==> config.mk <==
export PLATFORM = sky130hd
export DESIGN_NAME = host_cmd_master
export DESIGN_NICKNAME = d
export VERILOG_FILES = /design/src/rtl/host_cmd_master.sv
export SDC_FILE = /design/constraint.sdc
export NUM_CORES = 1
export LEC_CHECK = 0
export BUFFER_PORTS_ARGS = -buffer_cell sky130_fd_sc_hd__buf_2
export CAP_MARGIN = 40
export CORE_UTILIZATION = 50
export CTS_BUF_LIST = sky130_fd_sc_hd__clkbuf_4 sky130_fd_sc_hd__clkbuf_8
export CTS_CLUSTER_DIAMETER = 100
export DETAILED_ROUTE_END_ITERATION = 7
export GPL_ROUTABILITY_DRIVEN = 0
export PLACE_DENSITY = 0.79
export RECOVER_POWER = 25
export REMOVE_ABC_BUFFERS = 1
export SLEW_MARGIN = 25
export SYNTH_ARGS = -nofsm -noshare
export SYNTH_HDL_FRONTEND = slang
export SYNTH_SLANG_ARGS = --single-unit
==> constraint.sdc <==
create_clock -name CLK -period 2.3 [get_ports CLK]
set_clock_uncertainty 0.05 [all_clocks]
set_input_delay 0.23 -clock CLK [delete_from_list [all_inputs] [get_ports CLK]]
set_output_delay 0.23 -clock CLK [all_outputs]
set_load 0.1 [all_outputs]
==> src/rtl/host_cmd_master.sv <==
// Host command master: serialises register/ALU commands into byte frames and collects a one-byte response.
// Optional feature macro: RSP_TIMEOUT_EN adds a TIMEOUT_CYCLES response watchdog.
module host_cmd_master #(
    parameter int DATA_WIDTH     = 8,
    parameter int RF_ADDR        = 4,
    parameter int TIMEOUT_CYCLES = 50000
) (
    input  logic                  CLK,
    input  logic                  RST,
    input  logic                  REQ_VALID,
    output logic                  REQ_READY,
    input  logic [1:0]            REQ_OPCODE,
    input  logic [RF_ADDR-1:0]    REQ_ADDR,
    input  logic [DATA_WIDTH-1:0] REQ_DATA_A,
    input  logic [DATA_WIDTH-1:0] REQ_DATA_B,
    input  logic [3:0]            REQ_FUN,
    output logic [DATA_WIDTH-1:0] TX_P_DATA,
    output logic                  TX_DATA_VALID,
    input  logic                  TX_BUSY,
    input  logic [DATA_WIDTH-1:0] RX_P_DATA,
    input  logic                  RX_DATA_VALID,
    output logic [DATA_WIDTH-1:0] RSP_DATA,
    output logic                  RSP_VALID,
    output logic                  RSP_TIMEOUT,
    output logic                  CMD_DONE
);

    typedef enum logic [1:0] {
        IDLE     = 2'd0,
        SEND     = 2'd1,
        WAIT_RSP = 2'd2,
        DONE     = 2'd3
    } state_t;

    state_t                state_r;
    logic [1:0]            idx_r;
    logic [1:0]            op_r;
    logic [RF_ADDR-1:0]    addr_r;
    logic [DATA_WIDTH-1:0] a_r;
    logic [DATA_WIDTH-1:0] b_r;
    logic [3:0]            fun_r;
    logic [DATA_WIDTH-1:0] tx_data_r;
    logic                  tx_valid_r;
    logic [DATA_WIDTH-1:0] rsp_data_r;
    logic                  rsp_valid_r;
    logic                  cmd_done_r;
`ifdef RSP_TIMEOUT_EN
    logic                  rsp_timeout_r;
    logic [15:0]           tmo_cnt_r;
`endif

    // Byte at position idx of the frame for opcode op.
    function automatic logic [DATA_WIDTH-1:0] frame_byte(
        input logic [1:0]            op,
        input logic [1:0]            idx,
        input logic [RF_ADDR-1:0]    addr,
        input logic [DATA_WIDTH-1:0] a,
        input logic [DATA_WIDTH-1:0] b,
        input logic [3:0]            fun
    );
        logic [DATA_WIDTH-1:0] byte_s;
        byte_s = '0;
        case (op)
            2'b00: begin
                case (idx)
                    2'd0:    byte_s = DATA_WIDTH'(8'hAA);
                    2'd1:    byte_s = DATA_WIDTH'(addr);
                    2'd2:    byte_s = a;
                    default: byte_s = '0;
                endcase
            end
            2'b01: begin
                case (idx)
                    2'd0:    byte_s = DATA_WIDTH'(8'hBB);
                    2'd1:    byte_s = DATA_WIDTH'(addr);
                    default: byte_s = '0;
                endcase
            end
            2'b10: begin
                case (idx)
                    2'd0:    byte_s = DATA_WIDTH'(8'hCC);
                    2'd1:    byte_s = a;
                    2'd2:    byte_s = b;
                    default: byte_s = DATA_WIDTH'(fun);
                endcase
            end
            default: begin
                case (idx)
                    2'd0:    byte_s = DATA_WIDTH'(8'hDD);
                    2'd1:    byte_s = DATA_WIDTH'(fun);
                    default: byte_s = '0;
                endcase
            end
        endcase
        return byte_s;
    endfunction

    // Index of the final byte of each frame type.
    function automatic logic [1:0] last_idx(input logic [1:0] op);
        case (op)
            2'b00:   return 2'd2;
            2'b01:   return 2'd1;
            2'b10:   return 2'd3;
            default: return 2'd1;
        endcase
    endfunction

    assign REQ_READY     = (state_r == IDLE) && !RST;
    assign TX_P_DATA     = tx_data_r;
    assign TX_DATA_VALID = tx_valid_r;
    assign RSP_DATA      = rsp_data_r;
    assign RSP_VALID     = rsp_valid_r;
    assign CMD_DONE      = cmd_done_r;
`ifdef RSP_TIMEOUT_EN
    assign RSP_TIMEOUT   = rsp_timeout_r;
`else
    assign RSP_TIMEOUT   = 1'b0;
`endif

    // Command FSM with registered frame and response outputs.
    always_ff @(posedge CLK) begin
        if (RST) begin
            state_r       <= IDLE;
            idx_r         <= 2'd0;
            op_r          <= 2'b00;
            addr_r        <= '0;
            a_r           <= '0;
            b_r           <= '0;
            fun_r         <= 4'd0;
            tx_data_r     <= '0;
            tx_valid_r    <= 1'b0;
            rsp_data_r    <= '0;
            rsp_valid_r   <= 1'b0;
            cmd_done_r    <= 1'b0;
`ifdef RSP_TIMEOUT_EN
            rsp_timeout_r <= 1'b0;
            tmo_cnt_r     <= 16'd0;
`endif
        end else begin
            case (state_r)
                IDLE: begin
                    if (REQ_VALID && REQ_READY) begin
                        op_r       <= REQ_OPCODE;
                        addr_r     <= REQ_ADDR;
                        a_r        <= REQ_DATA_A;
                        b_r        <= REQ_DATA_B;
                        fun_r      <= REQ_FUN;
                        idx_r      <= 2'd0;
                        tx_data_r  <= frame_byte(REQ_OPCODE, 2'd0, REQ_ADDR, REQ_DATA_A, REQ_DATA_B, REQ_FUN);
                        tx_valid_r <= 1'b1;
                        state_r    <= SEND;
                    end
                end
                SEND: begin
                    if (!TX_BUSY) begin
                        if (idx_r == last_idx(op_r)) begin
                            tx_valid_r <= 1'b0;
                            tx_data_r  <= '0;
                            if (op_r == 2'b00) begin
                                cmd_done_r <= 1'b1;
                                state_r    <= DONE;
                            end else begin
`ifdef RSP_TIMEOUT_EN
                                tmo_cnt_r  <= 16'd0;
`endif
                                state_r    <= WAIT_RSP;
                            end
                        end else begin
                            idx_r     <= idx_r + 2'd1;
                            tx_data_r <= frame_byte(op_r, idx_r + 2'd1, addr_r, a_r, b_r, fun_r);
                        end
                    end
                end
                WAIT_RSP: begin
                    // A response arriving on the expiry cycle still wins.
                    if (RX_DATA_VALID) begin
                        rsp_data_r  <= RX_P_DATA;
                        rsp_valid_r <= 1'b1;
                        cmd_done_r  <= 1'b1;
                        state_r     <= DONE;
                    end
`ifdef RSP_TIMEOUT_EN
                    else if (tmo_cnt_r == 16'(TIMEOUT_CYCLES - 1)) begin
                        rsp_data_r    <= '0;
                        rsp_timeout_r <= 1'b1;
                        cmd_done_r    <= 1'b1;
                        state_r       <= DONE;
                    end else begin
                        tmo_cnt_r <= tmo_cnt_r + 16'd1;
                    end
`endif
                end
                DONE: begin
                    rsp_valid_r   <= 1'b0;
                    cmd_done_r    <= 1'b0;
`ifdef RSP_TIMEOUT_EN
                    rsp_timeout_r <= 1'b0;
`endif
                    state_r       <= IDLE;
                end
                default: begin
                    state_r <= IDLE;
                end
            endcase
        end
    end

endmodule

=== Word-level counts from Yosys, hierarchy flattened ===
Cells that the tools add are included.

* Register bits: 49
* Bits in latches: 0
* Bits in writable memories: 0
* Memory bits (read-only): 0
* Bits of input ports: 39
* Output and inout port bits: 21
* Word-level logic and storage cells: 81
* Memories kept: 0

* Add/sub/neg operators: 1
* $mul: 0
* Div/mod/pow operators: 0
* $lt $le $gt $ge: 0
* Equality and inequality tests: 16
* Shift-type cells: 0
* Multiplexer cells: 34
* Bitwise operators: 0
* Reductions and logical operators: 18

{| class="wikitable"
|+ Operators by type and width
! operator !! count
|-
| 8-bit case mux with 3 select lines || 3
|-
| 8-bit case mux with 2 select lines || 3
|-
| 8-bit two-way mux || 3
|-
| 7-bit case mux with 3 select lines || 1
|-
| 2-bit two-way mux || 10
|-
| 4-bit AND reduction || 3
|-
| 2-bit == test (second input constant) || 5
|-
| 2-bit inequality test (second input constant) || 5
|-
| 2-bit by 1-bit == test with 1-bit output (second input constant) || 4
|-
| 2-bit logical NOT || 4
|-
| 1-bit two-way mux || 8
|-
| 2-bit case mux with 2 select lines || 2
|-
| 2-bit case mux with 4 select lines || 1
|-
| 2-bit AND reduction || 3
|-
| 5-bit AND reduction || 1
|-
| 1-bit case mux with 2 select lines || 2
|-
| 2-bit nonzero test || 2
|-
| 1-bit case mux with 3 select lines || 1
|-
| 3-bit AND reduction || 1
|-
| 3-bit nonzero test || 1
|-
| 2-bit by 1-bit adder with 2-bit output (second input constant) || 1
|-
| 2-bit == test || 1
|-
| 1-bit logical AND || 2
|-
| 2-bit by 1-bit inequality test with 1-bit output (second input constant) || 1
|-
| 1-bit logical NOT || 1
|}

=== Longest topological paths before layout ===
Gate-level depths: netlist (run 1).

* Word-level depth: 9
* Depth in mapped cells: 8
* Depth with buffers taken out: 6

=== Worst setup path before layout (run 1) ===
No wires, ideal clock.

* Kind: register to register
* From: register state_r[0]
* To: register a_r[1]
* Setup time: 0.113 ns
* Data arrival time: 2.888 ns
* Slack: -0.751 ns
* Cell stages (with the launch flop): 9
* Clock period less this slack: 3.051 ns
* Cell sequence: dfxtp_1 -> inv_1 -> ha_1 -> clkbuf_1 -> nor2b_1 -> nand2_1 -> clkbuf_1 -> nand3_1 -> nand2_1

* Cells in the longest elaborated chain, start to end: 4

{| class="wikitable"
|+ Ends and longest elaborated chain
! element !! line !! RTL
|-
| start: declaration || 35 || <nowiki>state_t state_r;</nowiki>
|-
| start signal: assignment || 123 || <nowiki>state_r <= IDLE;</nowiki>
|-
| start signal: assignment || 151 || <nowiki>state_r <= SEND;</nowiki>
|-
| start signal: assignment || 161 || <nowiki>state_r <= DONE;</nowiki>
|-
| 2-bit logical NOT || 108 || <nowiki>assign REQ_READY = (state_r == IDLE) && !RST;</nowiki>
|-
| 1-bit logical AND || 108 ||
|-
| via REQ_READY || 11 || <nowiki>output logic REQ_READY,</nowiki>
|-
| 1-bit logical AND || 142 || <nowiki>if (REQ_VALID && REQ_READY) begin</nowiki>
|-
| 2-bit AND reduction (no line) || -- ||
|-
| end signal: assignment || 127 || <nowiki>a_r <= '0;</nowiki>
|-
| end signal: assignment || 145 || <nowiki>a_r <= REQ_DATA_A;</nowiki>
|-
| end: declaration || 39 || <nowiki>logic [DATA_WIDTH-1:0] a_r;</nowiki>
|}

The timed path passes the listed nets, and every way through them passes these cells.
A chain may end at the register's enable or synchronous reset.

=== Worst setup path after layout (run 1) ===
* From: register state_r[0]
* To: output port REQ_READY

* Cells in the longest elaborated chain, start to end: 2

{| class="wikitable"
|+ Ends and longest elaborated chain
! element !! line
|-
| 2-bit logical NOT || 108
|-
| 1-bit logical AND || 108
|-
| end: declaration || 11
|}

Every way passes these cells.

==> results.json, run 1 <==
{
  "viasPerCell": 5.727,
  "synthFlopType": "dfxtp_1",
  "cp-startpoint": "state_r[0]",
  "rsz0062_at_grt": "false",
  "period_minus_slack_ns": 2.114,
  "vias": 2600,
  "irDropWorstVdd_uv": 493.9,
  "core_area_mm2": 0.005107,
  "io_pins": 60,
  "syn_inst": 332,
  "num_antenna_cells": 0,
  "stdcell_count": 454,
  "grt_overflow": 0,
  "htree_num_levels": 2,
  "worstPathArrival_ns": 1.83,
  "crit_chain": "inv_1 -> ha_1 -> nor2b_1 -> clkbuf_4",
  "synth-seq-cells": 49,
  "cp.required_ns": 2.02,
  "area_growth_pct": 15.02,
  "max_slew_margin_pct": 22.66,
  "die_w_um": 74.79,
  "drt_iter0_drc": 183,
  "grt.total_usage_pct": 23.31,
  "cts_post_setup_buffers_inserted": 0,
  "end_kind": "output pin",
  "synth_top_family_by_area": "simple AND/OR/NAND/NOR gates",
  "yosys.area_share.adder_pct": 3.779,
  "antenna_found_initial": 0,
  "endpoint": "REQ_READY",
  "worst_pin_slew_ns": 1.165,
  "clockBufferDepth": 2,
  "status": "finished, final reports clean",
  "criticalPathCategory": "register to output pin",
  "p_leak_nw": 1.267,
  "final_layout_size_suffix_gt1_share_pct": 18.49,
  "cp_slowest_cell": "clkbuf_4",
  "hold_viol": 0,
  "syn_avg_cell_area_um2": 7.978,
  "cts_tree": "yes",
  "setup_viol": 0,
  "routedWlPerCell_um": 14.07,
  "path_clk_slew_ns": 0.10,
  "synth_compound_area_share_pct": 24.70,
  "dp_hpwl_um": 4640,
  "r2r_setup_slack_ns": 0.20,
  "cts-root-buf": "clkbuf_8",
  "rr_startpoint": "idx_r[0]",
  "clk_latency_ns": 0.31,
  "synthSimpleGateAreaFrac_pct": 25.27,
  "grt_pass1_wl_um": 9977,
  "cts_sinks": 49,
  "max_stage_delay_ns": 0.39,
  "drc": 0,
  "grt_max_degree": 26,
  "power.density_mw_per_mm2": 1151,
  "initial_core_util_pct": 51.86,
  "fin_crit_sh_pct": 91.93,
  "synth_top_area_cell": "dfxtp_1",
  "drv_cap": 0,
  "synth_area_leaders": "dfxtp_1, nand2_1, nand3_1, a21oi_1, ha_1",
  "crit_path_max_fanout": 11,
  "drt-total-wl_um": 6389,
  "rows": 26,
  "final_antenna_net_count": 0,
  "syn_area_mm2": 0.002649,
  "die_area_mm2": 0.005593,
  "numCtsBuffers": 5,
  "place_inst": 447,
  "synth_edf_count": 0,
  "portBuffers": 58,
  "netlist-cell-type-count": 57,
  "fin_nets": 431,
  "reg2reg_depth": 5,
  "slew_viol_final": 0,
  "yosysTopAreaCellShare_pct": 37.03,
  "first_pass_iters": 4,
  "fin_total_pwr_mw": 3.508,
  "synthMuxAreaShare_pct": 0.4251,
  "worst_setup_path_start_kind": "register",
  "r2r_end": "TX_P_DATA[0]",
  "yosysSeqAreaShare_pct": 37.03,
  "hold_class": "primary input to register",
  "synthXorXnorAreaFrac_pct": 0.3307,
  "fmax_ghz": 0.4729,
  "synthArstFlopShare_pct": 0,
  "yosys_warnings": 0,
  "chipHeight_um": 74.79,
  "grt_pass1_vias": 2217
}
[layout make-up]
class                   instances  area (um2)
clock buffers                   5       68.82
clock inverters                 2       35.03
fillers                       492        2061
inverters                      13       48.80
multi-input cells             243        1448
flip-flops and latches         49       980.9
well taps                      70       87.58
repair buffers                 72       377.9
[Yosys cell counts, drive strengths merged, types with 3 or more instances]
library cell and instances:
nand2 65, dfxtp 49, nand3 34, a21oi 21
clkbuf 16, o21ai 14, inv 13, buf 11
a211oi 9, nor2 9, ha 8, a221oi 7
o211ai 6, o31ai 6, a31oi 5, nor2b 5
and3b 4, nand2b 4, o2111ai 4, a21o 3
or2 3
[cells by family (layout without fill, tap and decap cells)]
group                      Yosys count  in the layout
AOI/OAI and AO/OA                   94             94
xor gates and xnor gates             1              1
adders and majority gates            8              8
buffers and inverters               40             92
DFF                                 49             49
muxes                                1              1
other                                1              1
and+or+nand+nor                    138            138
[placed cells by master (no fill, tap or decap), types with 2 or more instances in the layout]
master	n
a311oi_1	2
and3b_1	3
buf_4	14
a211oi_1	9
a211o_1	2
nor3b_1	2
nor2_1	9
clkbuf_1	16
a21oi_1	21
nand2b_1	4
nand3b_1	2
o21bai_1	2
clkbuf_8	5
nand3_1	34
a31oi_1	5
o21a_1	2
nand4_1	2
o211ai_1	6
nand2_1	65
ha_1	8
a221oi_1	7
or2_2	2
buf_2	41
dfxtp_1	49
o21ai_0	12
nor2b_1	5
o31ai_1	6
inv_1	13
a21o_1	3
o2111ai_1	4
[worst min-delay path by stage]
stage | from | to | slack (ns) | cells past startpoint
after floorplan | RST | RSP_DATA[0] | 0.25 | 1
after global placement | REQ_DATA_B[1] | b_r[1] | 0.36 | 3
after detailed placement | REQ_DATA_B[4] | b_r[4] | 0.36 | 3
after CTS | REQ_DATA_B[7] | b_r[7] | 0.05 | 3
after global routing | REQ_DATA_B[1] | b_r[1] | 0.05 | 3
final | REQ_DATA_B[7] | b_r[7] | 0.05 | 3
[per-layer routing]
metal	global-route usage, %	vias to the layer above	share of wire, %
li1	-	1305	-
met4	6.289	0	1.0
met1	29.03	1200	46
met5	0	-	0
met3	5.355	6	5.9
met2	40.44	89	47
[state kept, by name, summed over array words and instances, names as in the netlist]
| register | flops |
|---|---|
| RSP_VALID | 1 |
| CMD_DONE | 1 |
| op_r | 2 |
| TX_P_DATA | 8 |
| state_r | 2 |
| TX_DATA_VALID | 1 |
| addr_r | 4 |
| idx_r | 2 |
| RSP_DATA | 8 |
| fun_r | 4 |
| b_r | 8 |
| a_r | 8 |
[what timing repair did]
action | 4_1_cts | 5_1_grt
hold buffers | 0 | 0
endpoints found under the hold margin | 0 | 0
gates resized for setup | 0 | 1
endpoints found under the setup margin | 0 | 1
[power breakdown]
group	internal [mW]	total, mW	switching [mW]
combinational	0.437	1.72	1.28
clock	0.316	0.601	0.284
sequential	1.04	1.19	0.147
[worst max-delay path: cells and delay by family (launching register included)]
kind                     cells  cell delay [ns]
adder cells (fa/ha/maj)      1             0.36
buffers and inverters        2             0.49
flip-flops                   1             0.37
AND/OR/NAND/NOR              1             0.31
[metrics by stage]
stage	hold WS (ns)	area (um2)	util, %	setup WS, ns	TNS (ns)
floorplan	0.2491	2477	-	-1.042	-22.98
global placement	0.3617	2960	57.96	0.2925	0
detailed placement	0.3643	2960	57.96	0.2422	0
CTS	0.04784	3064	60.00	0.1212	0
global route	0.05327	3047	59.65	0.07393	0
finish	0.04735	3047	59.65	0.1856	0
Note: power is estimated with default switching activity, not from simulation.
==> inputs of run 2 (changes only) <==
--- a/config.mk
+++ b/config.mk
@@ -14,7 +14,6 @@
 export GPL_ROUTABILITY_DRIVEN = 0
 export PLACE_DENSITY = 0.79
 export RECOVER_POWER = 25
-export REMOVE_ABC_BUFFERS = 1
 export SLEW_MARGIN = 25
 export SYNTH_ARGS = -nofsm -noshare
 export SYNTH_HDL_FRONTEND = slang
==> results.json, run 2 (synthesis results as in run 1) <==
{
  "status": "finished, final reports clean",
  "hold_buffers": 0,
  "dp_slack_ns": 0.2473,
  "fin_nets": 430,
  "drt_iter0_drc": 155,
  "worst_setup_path_start_kind": "register",
  "fmax_ghz": 0.4784,
  "hold_class": "primary input to register",
  "rows": 26,
  "setup_viol": 0,
  "path_clk_slew_ns": 0.08,
  "grt.total_usage_pct": 23.10,
  "nFillCells": 497,
  "end_kind": "register",
  "grt_pass1_wl_um": 9846,
  "irDropWorstVdd_uv": 792.3,
  "cts_tree": "yes",
  "synth_nets": 379,
  "final_layout_size_suffix_gt1_share_pct": 18.28,
  "cts_sinks": 49,
  "dp_hpwl_um": 4749,
  "worstPathArrival_ns": 2.25,
  "layout_commonest_cell": "nand2_1",
  "period_minus_slack_ns": 2.090,
  "power.density_mw_per_mm2": 1130,
  "max_stage_delay_ns": 0.50,
  "drc": 0,
  "antenna_found_initial": 0,
  "fin_crit_sh_pct": 90.88,
  "cts-root-buf": "clkbuf_8",
  "cp.required_ns": 2.46,
  "numCtsBuffers": 5,
  "clk_latency_ns": 0.29,
  "core_area_mm2": 0.005107,
  "cp_slowest_cell": "or4b_4",
  "finalSetupTns_ns": 0,
  "portBuffers": 58,
  "final_antenna_net_count": 0,
  "io_pins": 60,
  "htree_num_levels": 2,
  "layout_common_cells": "nand2_1, dfxtp_1, buf_2",
  "crit_chain": "buf_4 -> ha_1 -> or4b_4 -> or2_0 -> o311a_1 -> o41ai_2",
  "slew_viol_final": 0,
  "clockBufferDepth": 2,
  "grt_pass1_vias": 2088,
  "drv_cap": 0,
  "drt-total-wl_um": 6401,
  "worst_slack_ns": 0.2097,
  "die_w_um": 74.79,
  "die_area_mm2": 0.005593,
  "viasPerCell": 5.647,
  "grt_max_degree": 26,
  "grt_overflow": 0,
  "routedWlPerCell_um": 14.13,
  "worst_pin_slew_ns": 1.167,
  "cts_post_setup_buffers_inserted": 0,
  "holdWs_ns": 0.06139,
  "fin_total_pwr_mw": 3.422,
  "first_pass_iters": 4,
  "fin_util_pct": 59.31,
  "chipHeight_um": 74.79,
  "crit_path_max_fanout": 7,
  "initial_core_util_pct": 51.86,
  "hold_viol": 0,
  "cts_resized": 0,
  "p_leak_nw": 1.257,
  "criticalPathCategory": "register to register",
  "vias": 2558,
  "num_antenna_cells": 0,
  "max_slew_margin_pct": 22.54,
  "rsz0062_at_grt": "false",
  "area_growth_pct": 14.36
}
-- run 2: cell types whose count changed in the layout (fill, tap and decap cells not counted) --
cell	previous run	this run
clkbuf_1	16	17
nor2b_1	5	4
clkbuf_8	5	6
nor2b_4	0	1
buf_4	14	13
bufinv_16	1	0
clkinv_2	1	0
-- run 2: worst max-delay path, delay by kind of cell, from the launching register on --
family,cells,cell delay (ns)
buffers and inverters,1,0.19
AO/OA/AOI/OAI,2,0.38
flip-flops,1,0.43
AND/OR/NAND/NOR,2,0.71
adder cells (fa/ha/maj),1,0.26
-- run 2: area by class of cell --
cell class              count  area [um2]  area share, %
multi-input cells         243        1455          48.04
repair buffers             71       366.6          12.10
flip-flops and latches     49       980.9          32.38
inverters                  13       48.80          1.611
clock buffers               7       90.09          2.974
well taps                  70       87.58          2.891
-- run 2: power by group --
part           switching (mW)  internal, mW
clock network           0.267         0.251
registers               0.155          1.04
logic                    1.27         0.438
total                    1.69          1.73
-- run 2: final timing paths --
kind	start	endpoint	slack (ns)	depth (start not counted)
min reg2reg	RSP_DATA[0]	RSP_DATA[0]	0.41	2
max	idx_r[0]	TX_P_DATA[0]	0.21	6
max reg2reg	idx_r[0]	TX_P_DATA[0]	0.21	6
min	REQ_FUN[0]	fun_r[0]	0.06	3
-- run 2: per-stage QoR --
stage          cell area (um2)  cells
6_report                  3029    453
5_1_grt                   3029    453
4_1_cts                   3050    453
3_5_place_dp              2960    446
3_3_place_gp              2960    446
2_1_floorplan             2656    332
-- run 2: layer usage --
metal / vias up / GRT usage (%) / wire, um
li1: 1288 / - / -
met3: 8 / 5.355 / 500
met1: 1174 / 33.42 / 3041
met5: - / 0 / 0
met2: 88 / 34.53 / 2796
met4: 0 / 6.080 / 63
